**src/rtl/rgb_frame_reader_pkg.sv**
```systemverilog
// Shared frame constants and reader state encoding for the RGB frame reader.
// The frame constants match the layout the colourspace stage writes to SRAM.
package rgb_frame_reader_pkg;

  localparam logic [17:0] RGB_BASE   = 18'd146944;
  localparam int          IMG_WIDTH  = 320;
  localparam int          IMG_HEIGHT = 240;
  localparam int          SRAM_LAT   = 2;

  typedef enum logic [3:0] {
    S_RF_IDLE,
    S_RF_RD0,
    S_RF_RD1,
    S_RF_RD2,
    S_RF_CAP1,
    S_RF_CAP2,
    S_RF_EMIT0,
    S_RF_EMIT1,
    S_RF_FIN
  } rf_state_type;

endpackage

```
**src/rtl/rgb_frame_reader_pair_unpack.sv**
```systemverilog
// Byte router: three packed SRAM words carry one even/odd pixel pair.
// W0={R_even,G_even}, W1={B_even,R_odd}, W2={G_odd,B_odd}; outputs are {R,G,B}.
module rgb_pair_unpack (
  input  logic [15:0] w0,
  input  logic [15:0] w1,
  input  logic [15:0] w2,
  output logic [23:0] even_rgb,
  output logic [23:0] odd_rgb
);

  assign even_rgb = {w0[15:8], w0[7:0], w1[15:8]};
  assign odd_rgb  = {w1[7:0], w2[15:8], w2[7:0]};

endmodule

```
**src/rtl/rgb_frame_reader.sv**
```systemverilog
// Reads the packed RGB frame from SRAM and streams one 24-bit pixel per
// handshake, flagging end-of-line and end-of-frame on the qualifying pixel.
module rgb_frame_reader #(
  parameter logic [17:0] RGB_BASE   = rgb_frame_reader_pkg::RGB_BASE,
  parameter int          IMG_WIDTH  = rgb_frame_reader_pkg::IMG_WIDTH,
  parameter int          IMG_HEIGHT = rgb_frame_reader_pkg::IMG_HEIGHT
) (
  input  logic        Clock,
  input  logic        Reset,
  input  logic        Start,
  output logic        Busy,
  output logic        Done,
  output logic [17:0] SRAM_address,
  input  logic [15:0] SRAM_read_data,
  output logic        SRAM_we_n,
  output logic [7:0]  pix_R,
  output logic [7:0]  pix_G,
  output logic [7:0]  pix_B,
  output logic        pix_valid,
  input  logic        pix_ready,
  output logic        pix_eol,
  output logic        pix_eof,
  output logic [3:0]  debug_state
);
  import rgb_frame_reader_pkg::*;

  localparam logic [15:0] X_LAST = 16'(IMG_WIDTH - 1);
  localparam logic [15:0] Y_LAST = 16'(IMG_HEIGHT - 1);

  rf_state_type state, state_n;
  logic [18:0]  word_addr;
  logic [18:0]  rd_addr;
  logic [15:0]  w0, w1, w2;
  logic [15:0]  x, y;
  logic [23:0]  even_rgb, odd_rgb;
  logic         hs, at_eol, at_eof;
  logic         unused_addr_carry;

  // Pixel handshake: a pixel transfers on a cycle with pix_valid && pix_ready;
  // while pix_valid is high and pix_ready low every pix_* output holds, and
  // pix_valid only falls after a transfer.
  assign hs     = pix_valid && pix_ready;
  assign at_eol = (x == X_LAST);
  assign at_eof = at_eol && (y == Y_LAST);

  rgb_pair_unpack u_unpack (
    .w0       (w0),
    .w1       (w1),
    .w2       (w2),
    .even_rgb (even_rgb),
    .odd_rgb  (odd_rgb)
  );

  always_ff @(posedge Clock) begin
    if (Reset) begin
      state     <= S_RF_IDLE;
      word_addr <= {1'b0, RGB_BASE};
      w0        <= '0;
      w1        <= '0;
      w2        <= '0;
      x         <= '0;
      y         <= '0;
    end else begin
      state <= state_n;
      case (state)
        S_RF_IDLE: begin
          if (Start) begin
            word_addr <= {1'b0, RGB_BASE};
            x         <= '0;
            y         <= '0;
          end
        end
        S_RF_RD2:  w0 <= SRAM_read_data;
        S_RF_CAP1: w1 <= SRAM_read_data;
        S_RF_CAP2: begin
          w2        <= SRAM_read_data;
          word_addr <= word_addr + 19'd3;
        end
        S_RF_EMIT0: if (hs) x <= x + 16'd1;
        S_RF_EMIT1: begin
          if (hs) begin
            if (at_eol) begin
              x <= '0;
              y <= at_eof ? 16'd0 : y + 16'd1;
            end else begin
              x <= x + 16'd1;
            end
          end
        end
        default: ;
      endcase
    end
  end

  always_comb begin
    state_n   = state;
    rd_addr   = {1'b0, RGB_BASE};
    Busy      = 1'b1;
    Done      = 1'b0;
    pix_valid = 1'b0;
    pix_eol   = 1'b0;
    pix_eof   = 1'b0;
    {pix_R, pix_G, pix_B} = 24'd0;
    case (state)
      S_RF_IDLE: begin
        Busy = 1'b0;
        if (Start) state_n = S_RF_RD0;
      end
      S_RF_RD0: begin
        rd_addr = word_addr;
        state_n = S_RF_RD1;
      end
      S_RF_RD1: begin
        rd_addr = word_addr + 19'd1;
        state_n = S_RF_RD2;
      end
      S_RF_RD2: begin
        rd_addr = word_addr + 19'd2;
        state_n = S_RF_CAP1;
      end
      S_RF_CAP1: state_n = S_RF_CAP2;
      S_RF_CAP2: state_n = S_RF_EMIT0;
      S_RF_EMIT0: begin
        pix_valid = 1'b1;
        {pix_R, pix_G, pix_B} = even_rgb;
        if (pix_ready) state_n = S_RF_EMIT1;
      end
      S_RF_EMIT1: begin
        pix_valid = 1'b1;
        pix_eol   = at_eol;
        pix_eof   = at_eof;
        {pix_R, pix_G, pix_B} = odd_rgb;
        if (pix_ready) state_n = at_eof ? S_RF_FIN : S_RF_RD0;
      end
      S_RF_FIN: begin
        Busy    = 1'b0;
        Done    = 1'b1;
        state_n = S_RF_IDLE;
      end
      default: begin
        Busy    = 1'b0;
        state_n = S_RF_IDLE;
      end
    endcase
  end

  // Bit 18 only becomes set by the +3 after the final group, which is never issued.
  assign unused_addr_carry = rd_addr[18];
  assign SRAM_address      = rd_addr[17:0];
  assign SRAM_we_n         = 1'b1;
  assign debug_state       = state;

endmodule

```
**config.mk**
```make
export PLATFORM = sky130hd
export DESIGN_NAME = rgb_frame_reader
export DESIGN_NICKNAME = d
export VERILOG_FILES = /design/src/rtl/rgb_frame_reader_pkg.sv /design/src/rtl/rgb_frame_reader_pair_unpack.sv /design/src/rtl/rgb_frame_reader.sv
export SDC_FILE = /design/constraint.sdc
export NUM_CORES = 1
export LEC_CHECK = 0
export CAP_MARGIN = 0
export CORE_MARGIN = 5
export CORE_UTILIZATION = 57
export DETAILED_ROUTE_END_ITERATION = 10
export GPL_ROUTABILITY_DRIVEN = 0
export GPL_TIMING_DRIVEN = 0
export PLACE_DENSITY = 0.84
export SYNTH_ARGS = -nofsm -noshare
export SYNTH_HDL_FRONTEND = slang
export SYNTH_HIERARCHICAL = 1
export SYNTH_SLANG_ARGS = --single-unit
```
**constraint.sdc**
```tcl
create_clock -name Clock -period 2.49 [get_ports Clock]
set_input_delay 0.3735 -clock Clock [delete_from_list [all_inputs] [get_ports Clock]]
set_output_delay 0.3735 -clock Clock [all_outputs]
set_load 0.1 [all_outputs]
```
==> impl_metrics.csv <==
group,metric,value,unit
status,status,"finished with violations",
status,violations,"negative setup slack",
worst_setup_path,regToRegSetupSlack,0.01,ns
sta,layout_min_cycle_time,2.66,ns
yosys,synthTopCellsByArea,"dfxtp_1, nand2_1, a21oi_1",
clocking,cts_buffer_depth,2,
sta,finalHoldViolations,0,
yosys,post-synth-top-area-fraction,33.9,%
placement,placed_cell_area,7520,µm²
yosys,synthAdderAreaFrac,1.25,%
global_routing,grt_pass1_wl,32400,µm
yosys,synth_edf_count,0,
placement,dp_hpwl,13000,µm
sta,finalSetupViolations,21,
worst_setup_path,slowest_stage,"dfxtp_2",
clocking,htreeDepth,3,
hold_path,min_path_type,"in -> reg",
yosys,synth-compound-area-share,16.9,%
die,core,10300,µm²
yosys,yosysUniqueCellTypes,73,
layout,fill_cells,437,
power,ir_drop,0.315,mV
sta,slew_violations,0,
yosys,synth_top_family_by_area,"simple AND/OR/NAND/NOR gates",
yosys,netlist_area,6020,µm²
die,rows,37,
yosys,synthArstFlopShare,0,%
routing,drc,0,
worst_setup_path,cp_data_required_time,2.12,ns
power,power,3930,µW
worst_setup_path,worst_path_largest_cell_delay,0.40,ns
routing,viasPerCell,6.76,
yosys,yosys_warnings,6,
worst_setup_path,worst_setup_path_start_kind,"flip-flop",
clocking,cts_sinks,102,
worst_setup_path,crit_chain,"buf_8 -> nand4_1 -> buf_4 -> o41ai_4 -> nor2_2 -> a31o_2 -> o221ai_4 -> buf_12",
worst_setup_path,reg2reg_depth,8,
yosys,synth_cells,778,
sta,final.period_utilization,107,%
layout,areaGrowthSynthToFinish,50.9,%
worst_setup_path,cp_top_family,"compound AO/OA/AOI/OAI gates",
yosys,ys_ff_latch,102,
sta,finalClockSkew,0.0190,ns
worst_setup_path,r2r_end,"y[8]",
worst_setup_path,path_buf_inv,3,
layout,nets,944,
layout,utilization,88.0,%
routing,dr_total_vias,7160,
yosys,ys_seq_area_share,33.9,%
clocking,cts_tree,"built",
power,p_per_area,433,nW/µm²
placement,portBuffers,69,
die,die_area,12700,µm²
global_routing,grt_pass1_vias,6577,
die,die_h,113,µm
routing,wl,25100,µm
yosys,synth_xor_area_share,4.22,%
die,io-pin-count,72,
worst_setup_path,crit_start,"word_addr[2]",
sta,tightest_slew,0.977,ns
clocking,cts-root-buf,"clkbuf_8",
yosys,synth_top_cell_by_area,"dfxtp_1",
global_routing,grt_max_degree,20,
layout,final_layout_size_suffix_gt1_share,41.9,%
worst_setup_path,worstPathArrival,2.28,ns
power,leakage,0.00313,µW
worst_setup_path,crit_type,"reg -> out",
sta,slew_headroom,34.7,%
sta,fin_ws,-0.168,ns
global_routing,gr-usage-all-layers,30.8,%
worst_setup_path,critical_path.max_fanout,4,
yosys,synthFlopType,"dfxtp_1",
yosys,syn_avg_cell_area,7.74,µm²
global_routing,antenna_found_initial,0,
clocking,clk_transition_reported_paths,0.12,ns
worst_setup_path,cp.depth,8,
clocking,clk_latency,0.38,ns
yosys,yosys.area_share.simple,27.8,%
clocking,cts_hold_buf,0,
clocking,numCtsBuffers,9,
worst_setup_path,critPathCapture,"SRAM_address[10]",
routing,dr.pass1.iters,6,
worst_setup_path,rr_startpoint,"x[7]",
yosys,synthMuxAreaShare,5.24,%
sta,whs,0.361,ns
die,initial_utilization,58.3,%
routing,wire_per_inst,23.7,µm
routing,drtIter0Drc,1135,
sta,rsz0062_at_grt,"true",
layout,final_area,9080,µm²
yosys,syn_nets,804,
die,fp.dieW,113,µm
job,maxCapViolCount,0,
layout,antenna_cells,0,
global_routing,overflow,0,
routing,drtAntennaViolNets,0,
sta,max_freq,0.376,GHz
worst_setup_path,end_kind,"output port",
[cells by family (layout without fill, tap and decap cells)]
logic type               count (synthesis)  after routing
AND/OR/NAND/NOR                        336            336
multiplexers                            31             31
flip-flops                             102            102
adder cells (fa/ha/maj)                  6              6
other                                    1              1
XOR/XNOR                                29             29
AO/OA/AOI/OAI                          159            159
buffers and inverters                  114            259
[stage by stage]
stage / instances / setup slack (ns) / TNS [ns]
floorplan: 778 / -0.100 / -0.467
global placement: 983 / -0.960 / -31.22
detailed placement: 983 / -0.987 / -33.49
CTS: 1026 / -0.123 / -0.587
global route: 1059 / -0.230 / -2.98
finish: 1059 / -0.168 / -1.12
[worst min path at each step]
stage,startpoint,to,cells after the start
after floorplan,w0[0],w0[0],2
after global placement,w0[4],w0[4],2
after detailed placement,w0[10],w0[10],2
after CTS,Reset,word_addr[17],2
after global routing,Reset,word_addr[17],2
final,Reset,word_addr[17],2
[timing repair]
item | CTS | global route
endpoints found under the hold margin | 0 | 0
pin swaps | 20 | 33
buffers inserted | 28 | 36
setup endpoints to repair | 78 | 84
gates resized for setup | 440 | 102
[placed cells by master, fill, tap and decap left out, drive strengths merged, types with 22 or more instances in the layout]
| cell | netlist | routed |
|---|---|---|
| nand3 | 28 | 28 |
| a21oi | 77 | 77 |
| mux2i | 27 | 27 |
| dfxtp | 102 | 102 |
| clkbuf | 39 | 36 |
| nor3 | 23 | 23 |
| nor2 | 69 | 69 |
| nand2 | 129 | 129 |
| buf | 63 | 181 |
| clkdlybuf4s50 | 0 | 22 |
[cells in the mapped netlist, types with 4 or more instances]
cell	count
a21oi_1	75
a31oi_1	7
o21ai_0	17
a211oi_1	12
buf_2	11
mux2i_1	27
or3_1	8
clkbuf_1	39
nand4_1	17
inv_1	12
nor4_1	8
xnor2_1	17
nor3_1	23
ha_1	6
a21o_1	5
and4_1	10
buf_4	49
dfxtp_1	102
and3_1	7
nor2_1	69
nand2_1	129
nand3_1	27
o31ai_1	6
mux2_2	4
or4_1	6
o311ai_0	5
xor2_1	12
[registers in the layout, indices dropped and copies added (netlist names)]
| name | cells |
|---|---|
| word_addr | 18 |
| w1 | 16 |
| w2 | 16 |
| w0 | 16 |
| y | 16 |
| debug_state | 4 |
| x | 16 |
[area by class of cell]
| cell class | instances | area [µm²] | share of cell area (%) |
|---|---|---|---|
| buffer | 98 | 818 | 9.01 |
| clock buffer | 9 | 124 | 1.36 |
| clock inverter | 7 | 65.1 | 0.717 |
| inverter | 12 | 61.3 | 0.675 |
| multi-input combinational | 562 | 4410 | 48.5 |
| sequential | 102 | 2090 | 23.1 |
| tap | 136 | 170 | 1.87 |
| timing repair buffer | 133 | 1340 | 14.7 |
[routing by layer]
layer / vias up / global-route usage (%) / part of all wire, %
met2: 630 / 51.7 / 47
met5: - / 0 / 0
li1: 2996 / - / -
met3: 208 / 6.04 / 9.9
met4: 0 / 15.1 / 7.1
met1: 3326 / 37.8 / 36
[power breakdown]
part	total, µW	internal, µW	switching [µW]
registers	1680	1650	28.3
clock network	1070	388	680
logic	1180	412	771
Power figures use the tool's default switching activity.
